**src/rtl/noc_packetizer.sv**
```systemverilog
// noc_packetizer: message request + body stream to flit stream.
// Feeds the router LOCAL input port, one registered flit per cycle.
package noc_pkg;
  localparam int DEST_ADDR_SIZE_X = 6;
  localparam int DEST_ADDR_SIZE_Y = 3;
  localparam int FLIT_DATA_SIZE = 82;
  localparam int HEAD_PAYLOAD_SIZE = 73;

  typedef enum logic [1:0] {
    BODY     = 2'b00,
    TAIL     = 2'b01,
    HEAD     = 2'b10,
    HEADTAIL = 2'b11
  } flit_label_t;

  typedef struct packed {
    logic [DEST_ADDR_SIZE_X-1:0]  x_dest;
    logic [DEST_ADDR_SIZE_Y-1:0]  y_dest;
    logic [HEAD_PAYLOAD_SIZE-1:0] head_pl;
  } head_data_t;

  typedef union packed {
    head_data_t                head;
    logic [FLIT_DATA_SIZE-1:0] bt_pl;
  } flit_data_t;

  typedef struct packed {
    flit_label_t flit_label;
    flit_data_t  data;
  } flit_novc_t;
endpackage

module noc_packetizer
  import noc_pkg::*;
#(
  parameter logic [DEST_ADDR_SIZE_X-1:0] SRC_X = '0,
  parameter logic [DEST_ADDR_SIZE_Y-1:0] SRC_Y = '0,
  parameter int MAX_BODY_FLITS = 15,
  localparam int LEN_W = $clog2(MAX_BODY_FLITS + 1)
) (
  input  logic                        clk,
  input  logic                        rst,
  input  logic                        req_valid,
  output logic                        req_ready,
  input  logic [DEST_ADDR_SIZE_X-1:0] req_x_dest,
  input  logic [DEST_ADDR_SIZE_Y-1:0] req_y_dest,
  input  logic [63:0]                 req_data,
  input  logic [LEN_W-1:0]            req_len,
  input  logic                        body_valid,
  output logic                        body_ready,
  input  logic [FLIT_DATA_SIZE-1:0]   body_data,
  output logic                        flit_valid,
  input  logic                        flit_ready,
  output flit_novc_t                  flit_out,
  output logic                        busy
);

  typedef enum logic {
    ST_IDLE,
    ST_BODY
  } state_t;

  state_t           state_q, state_d;
  logic [LEN_W-1:0] rem_q, rem_d;
  logic             vld_q, vld_d;
  flit_novc_t       flit_q, flit_d;
  logic             out_free;

  assign out_free   = !vld_q || flit_ready;
  assign flit_valid = vld_q;
  assign flit_out   = flit_q;
  assign busy       = (state_q != ST_IDLE);

  // State, counter and output flit register
  always_ff @(posedge clk or posedge rst) begin
    if (rst) begin
      state_q <= ST_IDLE;
      rem_q   <= '0;
      vld_q   <= 1'b0;
      flit_q  <= '0;
    end else begin
      state_q <= state_d;
      rem_q   <= rem_d;
      vld_q   <= vld_d;
      flit_q  <= flit_d;
    end
  end

  // Next state, handshakes and next flit; the output slot may
  // be refilled in the same cycle its current flit drains
  always_comb begin
    state_d    = state_q;
    rem_d      = rem_q;
    vld_d      = out_free ? 1'b0 : vld_q;
    flit_d     = flit_q;
    req_ready  = 1'b0;
    body_ready = 1'b0;
    unique case (state_q)
      ST_IDLE: begin
        req_ready = out_free && !rst;
        if (req_valid && out_free) begin
          vld_d = 1'b1;
          flit_d.flit_label = (req_len == '0) ? HEADTAIL : HEAD;
          flit_d.data.head.x_dest = req_x_dest;
          flit_d.data.head.y_dest = req_y_dest;
          flit_d.data.head.head_pl = {SRC_X, SRC_Y, req_data};
          rem_d = req_len;
          state_d = (req_len == '0) ? ST_IDLE : ST_BODY;
        end
      end
      ST_BODY: begin
        body_ready = out_free;
        if (body_valid && out_free) begin
          vld_d = 1'b1;
          flit_d.flit_label =
            (rem_q == LEN_W'(1)) ? TAIL : BODY;
          flit_d.data.bt_pl = body_data;
          rem_d = rem_q - LEN_W'(1);
          if (rem_q == LEN_W'(1)) state_d = ST_IDLE;
        end
      end
      default: state_d = ST_IDLE;
    endcase
  end

  // Oversized packet length is illegal
  always @(posedge clk) begin
    if (!rst && req_valid && req_ready)
      assert (int'(req_len) <= MAX_BODY_FLITS);
  end

endmodule

```
**config.mk**
```make
export PLATFORM = sky130hd
export DESIGN_NAME = noc_packetizer
export DESIGN_NICKNAME = d
export VERILOG_FILES = /design/src/rtl/noc_packetizer.sv
export SDC_FILE = /design/constraint.sdc
export NUM_CORES = 1
export LEC_CHECK = 0
export CELL_PAD_IN_SITES_DETAIL_PLACEMENT = 1
export CELL_PAD_IN_SITES_GLOBAL_PLACEMENT = 1
export CORE_UTILIZATION = 25
export CTS_CLUSTER_DIAMETER = 200
export DETAILED_ROUTE_END_ITERATION = 6
export GPL_ROUTABILITY_DRIVEN = 0
export GPL_TIMING_DRIVEN = 0
export PLACE_DENSITY_LB_ADDON = 0.1
export SYNTH_ARGS = -nofsm -noshare
export SYNTH_HDL_FRONTEND = slang
export SYNTH_SLANG_ARGS = --single-unit
```
**constraint.sdc**
```tcl
create_clock -name clk -period 2.66 [get_ports clk]
set_clock_uncertainty 0.05 [all_clocks]
set_input_delay 0.266 -clock clk [delete_from_list [all_inputs] [get_ports clk]]
set_output_delay 0.266 -clock clk [all_outputs]
set_load 0.05 [all_outputs]
```
; ---- Yosys cells after proc, flatten, opt, wreduce, memory -nomap -nowiden
; Index checks and enable logic that the tools add are counted.
[word_totals]
regBits = 90
input_bits = 164
out_inout_bits = 88
elab_cells = 37
[classes]
add_sub_neg = 1
eq_ne = 3
muxes = 19
n_bitwise = 1
n_reduce_logical = 8
[ops]
columns = op, count
row1 = $mux W84, 2
row2 = $pmux W84 S2, 1
row3 = $mux W1, 11
row4 = $mux W4, 2
row5 = $pmux W4 S2, 1
row6 = $eq A4 B1 Y1 const B, 1
row7 = $logic_not A4 Y1, 1
row8 = $pmux W1 S2, 2
row9 = $sub A4 B1 Y4 const B, 1
row10 = $logic_and A1 B1 Y1, 3
row11 = $logic_not A1 Y1, 2
row12 = $ne A2 B1 Y1 const B, 1
row13 = $ne A2 B2 Y1 const B, 1
row14 = $reduce_and A2 Y1, 1
row15 = $logic_or A1 B1 Y1, 1
row16 = $not A1 Y1, 1

; ---- Longest topological paths before layout
; Gate-level depths: netlist of the first run.
[logic_depth]
ltp_word = 5
ltp_mapped = 6

; ---- Worst setup path before layout of the first run
; Ideal clock, no wire load.
[synth_path]
path_kind = register to output
startpoint = register vld_q (netlist: flit_valid)
endpoint = output req_ready
arrival_time_ns = 2.249
path_slack_ns = 0.095
path_stages_with_launch = 5
path_buffers = 2
path_cell_list = dfrtp_1 > and2b_1 > buf_2 > clkbuf_1 > nor3_1
[synth_between]
elab_chain_cells = 4
[synth_rtl]
columns = element, line_no
row1 = "start, declared", 65  ; logic vld_q, vld_d;
row2 = "start signal, assigned", 84  ; vld_q <= vld_d;
row3 = $logic_not A1 Y1, 69  ; assign out_free = !vld_q || flit_ready;
row4 = $logic_or A1 B1 Y1, 69
row5 = $logic_and A1 B1 Y1, 100  ; req_ready = out_free && !rst;
row6 = $mux W1, 98  ; unique case (state_q)
row7 = "end, declared", 44  ; output logic req_ready,
; No other way between the ends.

; ---- Final worst setup path of the first run
[layout_path]
startpoint = input flit_ready
endpoint = output req_ready
[layout_between]
elab_chain_cells = 3
[layout_rtl]
columns = element, line_no
row1 = "start, declared", 53  ; input logic flit_ready,
row2 = $logic_or A1 B1 Y1, 69
row3 = $logic_and A1 B1 Y1, 100
row4 = $mux W1, 98
; No other way between the ends.

==> flow_summary.yaml, run 1 <==
timing:
  hold_violations: 0
  post-route-period-util: 0.963
  whs_ns: 0.290
  finalSetupViolations: 0
  rsz0062_at_grt: "false"
  tns_ns: 0
  worst_pin_slew_ns: 0.553
  fmax_mhz: 390
  period_minus_slack_ns: 2.56
  slew_viol_final: 0
  slew_headroom: 0.630
finish:
  layout_commonest_cell: "clkdlybuf4s50_1"
  layout_common_cells: "clkdlybuf4s50_1 (249), o21ai_1 (115), dfrtp_1 (90)"
  syn_to_final_growth_pct: 72.9
  antennaDiodeCount: 0
  fin_nets: 829
  layout-drive-gt1-share: 0.0644
  ff_latch_area_mm2: 0.00225
  n_fill_cell: 1846
  multi_input_area_mm2: 0.00182
drt:
  drc: 0
  num_vias: 4167
  detail-route-antenna-nets: 0
  viasPerCell: 4.69
  routed_wl_mm: 15.6
  first_pass_iters: 4
  routedWlPerCell_um: 17.6
  drtIter0Drc: 123
synth:
  yosysUniqueCellTypes: 31
  syn_area_mm2: 0.00427
  synth.avg_cell_area_um2: 10.7
  synth_edf_count: 0
  syn_nets: 566
  ys.flop_type: "dfrtp_1"
  ys_ff_latch: 90
  yosysWarnings: 0
  netlist_instances: 400
  seq_area_frac_synth: 0.527
  async_flop_share: 1.00
die:
  io_pins: 252
  dieArea_mm2: 0.0176
  dieWidth_um: 133
  fp.dieH_um: 133
  fp.coreArea_mm2: 0.0166
  initial_utilization: 0.257
  rows: 47
critical_path:
  cp.arrival_ns: 2.25
  critPathMaxFanout: 10
  reg2reg_depth: 6
  path_class: "in -> out"
  cp-end-kind: "output port"
  required_ns: 2.34
  start_kind: "primary input"
clock_network:
  cts_setup_buffers: 0
  path_clk_slew_ns: 0.06
  numClockSinks: 90
  tritoncts: "done"
  cts_buffers: 9
  insertion_delay_ns: 0.35
  clock_path_buffers: 2
  htreeDepth: 3
  clock_tree.root_cell: "clkbuf_16"
grt:
  grt_max_degree: 54
  grt_usage: 0.182
  grt_pass1_wl_mm: 24.7
  grt_pass1_vias: 4501
  antenna_found_initial: 0
  grt_overflow_total: 0
power_and_ir_drop:
  p_leak_nw: 3.35
  p_int_mw: 4.68
  switchingPower_mw: 4.38
  netSwitchingFraction: 0.483
  p_seq_frac: 0.253
  power.density_mw_per_mm2: 1230
  comb_power_share: 0.603
  pwr-share-clk: 0.143
  vdd.ir_drop.worst_uv: 413
flow_run:
  maxCapViolCount: 0
worst_hold_path:
  hold_class: "in -> async"
placed_design:
  io_buffers: 251
  hpwl_mm: 12.1
run_status:
  outcome: "complete, no violations"
per-stage QoR:
stage	utilization	power, mW	setup slack (ns)	cell area (um2)	std cells
floorplan	-	5.80	0.00874	4270	400
global placement	0.424	7.74	-1.64	7060	871
detailed placement	0.426	7.86	-0.297	7090	872
CTS	0.444	9.19	0.0695	7390	888
global route	0.444	9.53	0.0191	7390	888
finish	0.444	9.06	0.0982	7390	888
flip-flops by register name, indices dropped and copies added (netlist names):
name / flops
busy: 1
flit_out: 84
flit_valid: 1
rem_q: 4
cells in the mapped netlist, types with 2 or more instances:
master      n  area [um2]
a22o_1      9        78.8
nor3_1      2        10.0
a21oi_1     2        10.0
dfrtp_1    90        2250
o21ai_0    37         185
nand2_1     5        18.8
buf_2      20         100
mux2i_1    76         761
ha_1        2        25.0
o21ai_1   115         576
inv_1       4        15.0
nand3_1     3        15.0
nand2b_1    2        12.5
nor2_1      2        7.51
clkbuf_1   12        45.0
buf_4       4        30.0
layout make-up:
class                   count  area share
clock buffers              14      0.0357
well taps                 220      0.0373
clock inverters             2     0.00474
multi-input cells         269       0.246
plain buffers              37      0.0252
repair buffers            252       0.343
inverters                   4     0.00237
flip-flops and latches     90       0.305
critical path, stage by stage:
cell and delay (ns):
clkdlybuf4s50_1 0.47, and2b_2 0.31, buf_2 0.23, clkbuf_1 0.23
nor3_1 0.19, dlygate4sd2_1 0.55
what timing repair did:
item,CTS,global route
resized for setup,3,0
hold buffers,0,0
endpoints found under the setup margin,2,0
routing by layer:
layer,track usage,share of wire,vias up
met3,0.0448,0.060,12
li1,-,-,1985
met1,0.215,0.42,2047
met5,0,0,-
met2,0.320,0.51,123
met4,0.0600,0.013,0
path summary, 6_finish.rpt:
| path | end | slack [ns] | from |
|---|---|---|---|
| min | flit_out[83] | 0.29 | rst |
| min reg2reg | flit_out[29] | 0.45 | flit_out[29] |
| max | req_ready | 0.1 | flit_ready |
| max reg2reg | flit_out[11] | 0.81 | busy |
| min in group clk | flit_out[29] | 0.45 | flit_out[29] |
| max in group asynchronous | flit_out[32] | 1.62 | rst |
power groups by stage:
| stage | logic (mW) | clock network [mW] | registers, mW |
|---|---|---|---|
| floorplan | 1.43 | 0 | 4.37 |
| global placement | 5.45 | 0 | 2.29 |
| detailed placement | 5.53 | 0 | 2.33 |
| CTS | 5.54 | 1.34 | 2.30 |
| global route | 5.77 | 1.38 | 2.38 |
| finish | 5.47 | 1.30 | 2.29 |
cells by family after synthesis:
| family | count (synthesis) | synth area share |
|---|---|---|
| DFF | 90 | 0.527 |
| muxes | 78 | 0.185 |
| and+or+nand+nor | 21 | 0.0264 |
| buffers and inverters | 41 | 0.0472 |
| adders and majority gates | 2 | 0.00586 |
| AOI/OAI and AO/OA | 168 | 0.209 |
Note: power is estimated with default switching activity, not from simulation.
==> inputs of run 2 (changes only) <==
--- a/config.mk
+++ b/config.mk
@@ -7,9 +7,10 @@
 export LEC_CHECK = 0
 export CELL_PAD_IN_SITES_DETAIL_PLACEMENT = 1
 export CELL_PAD_IN_SITES_GLOBAL_PLACEMENT = 1
-export CORE_UTILIZATION = 25
+export CORE_UTILIZATION = 41
 export CTS_CLUSTER_DIAMETER = 200
 export DETAILED_ROUTE_END_ITERATION = 6
+export DONT_BUFFER_PORTS = 1
 export GPL_ROUTABILITY_DRIVEN = 0
 export GPL_TIMING_DRIVEN = 0
 export PLACE_DENSITY_LB_ADDON = 0.1
==> run 2 against run 1 <==
Clock-buffer cell count stayed put. Sequential cell count is the same. Clock power is 37% lower. Wire length fell by 23%. Fmax increased by 6.3%. Critical path depth fell by 2. Die area down 39%. Cell count is 37% lower. Global-route usage rose by 4.5 points. Non-clock buffer count shrank 242. Hold slack lost 0.27 ns. Critical endpoint is now body_ready.
==> flow_summary.yaml, run 2 (synthesized netlist as in run 1, its figures left out) <==
critical_path:
  required_ns: 2.34
  cp-end-kind: "output port"
  cp.arrival_ns: 2.10
  crit_path_max_incr_delay_ns: 0.65
  cp_slowest_cell: "dfrtp_1"
  reg2reg_depth: 6
  timing.rr.start: "busy"
  worstSetupEndpoint: "body_ready"
  regToRegEndpoint: "flit_out[31]"
  critPathMaxFanout: 10
  cp_common_cell: "buf_4"
  path_class: "reg -> out"
  critPathLaunch: "busy"
  start_kind: "flip-flop"
  crit_chain: "buf_4, buf_4, inv_1, nor2_2"
  rrSetupSlack_ns: 0.50
timing:
  finalSetupViolations: 0
  period_minus_slack_ns: 2.41
  worst_pin_slew_ns: 0.580
  slew_headroom: 0.613
  fmax_mhz: 415
  post-route-period-util: 0.906
  slew_viol_final: 0
  tns_ns: 0
  rsz0062_at_grt: "false"
  hold_violations: 0
  setup_ws_ns: 0.249
placed_design:
  dpl_worst_slack_ns: -0.198
  io_buffers: 0
  hpwl_mm: 8.90
clock_network:
  numClockSinks: 90
  path_clk_slew_ns: 0.08
  tritoncts: "done"
  clock_path_buffers: 2
  clock_tree.root_cell: "clkbuf_8"
  cts_buffers: 9
  htreeDepth: 3
  cts_setup_buffers: 0
  insertion_delay_ns: 0.36
finish:
  fin_nets: 587
  layout-drive-gt1-share: 0.0991
  syn_to_final_growth_pct: 10.8
  layout_common_cells: "o21ai_1 (115), dfrtp_1 (89), mux2i_1 (76)"
  layout_commonest_cell: "o21ai_1"
  antennaDiodeCount: 0
  utilization: 0.475
  largest_reg_flops: 84
grt:
  grt_max_degree: 50
  grt_pass1_vias: 3506
  grt_pass1_wl_mm: 19.0
  antenna_found_initial: 0
  grt_overflow_total: 0
  grt_usage: 0.227
power_and_ir_drop:
  p_seq_frac: 0.634
  p_leak_nw: 2.35
  netSwitchingFraction: 0.570
  pwr-share-clk: 0.115
  comb_power_share: 0.252
  vdd.ir_drop.worst_uv: 608
  switchingPower_mw: 4.06
  p_int_mw: 3.06
  power_mw: 7.13
  power.density_mw_per_mm2: 1510
die:
  fp.dieH_um: 104
  initial_utilization: 0.429
  rows: 36
  fp.coreArea_mm2: 0.00995
  dieArea_mm2: 0.0108
  io_pins: 252
  dieWidth_um: 104
drt:
  highest_layer: "met4"
  drc: 0
  viasPerCell: 5.80
  first_pass_iters: 4
  detail-route-antenna-nets: 0
  wl_met2_mm: 5.98
  routed_wl_mm: 12.1
  routedWlPerCell_um: 21.7
  routedLengthMet1_mm: 4.95
  num_vias: 3231
  met3_length_um: 974
  drtIter0Drc: 131
worst_hold_path:
  hold_class: "in -> reg"
run_status:
  outcome: "complete, no violations"
flow_run:
  maxCapViolCount: 0
==> run 2: per-layer routing <==
metal | global-route usage | up-vias
met5 | 0 | -
met4 | 0.0755 | 0
met3 | 0.0664 | 13
met2 | 0.384 | 148
met1 | 0.275 | 1579
li1 | - | 1491
==> run 2: per-stage QoR <==
stage	instances	area (um2)	hold slack [ns]
6_report	557	4730	0.0213
3_5_place_dp	534	4470	0.192
3_3_place_gp	533	4440	0.350
5_1_grt	557	4730	0.00896
2_1_floorplan	400	4270	0.349
4_1_cts	558	4740	0.0120
==> run 2: worst max-delay path, delay by kind of cell (launching register included) <==
family                 cells  cell delay [ns]
buffers and inverters      3             0.60
and+or+nand+nor            1             0.48
DFF                        1             0.65
==> run 2: power groups by stage <==
| stage | registers, mW | logic, mW | clock network (mW) |
|---|---|---|---|
| 3_3_place_gp | 4.55 | 1.72 | 0 |
| 2_1_floorplan | 4.37 | 1.43 | 0 |
| 3_5_place_dp | 4.56 | 1.80 | 0 |
| 6_report | 4.51 | 1.79 | 0.818 |
| 5_1_grt | 4.59 | 2.03 | 0.888 |
| 4_1_cts | 4.53 | 1.83 | 0.842 |
==> run 2: final cells by class <==
cell class / count / area (um2)
inverter: 4 / 17.5
sequential: 90 / 2250
clock buffer: 14 / 153
buffer: 36 / 183
fill: 1122 / 5220
tap: 133 / 166
timing repair buffer: 11 / 128
multi-input combinational: 269 / 1830
==> run 2: what timing repair did <==
action	4_1_cts	5_1_grt
resized for setup	4	0
hold buffers	10	0
endpoints found under the setup margin	2	2
hold endpoints to repair	50	0
==> run 2: worst min path at each step <==
stage	from	end	slack (ns)	cells past startpoint
after floorplan	body_data[70]	flit_out[70]	0.35	1
after global placement	body_data[67]	flit_out[67]	0.35	1
after global routing	body_valid	flit_out[83]	0.009	2
after CTS	body_valid	flit_out[83]	0.01	2
after detailed placement	rst	busy	0.19	1
final	body_valid	flit_out[83]	0.02	2
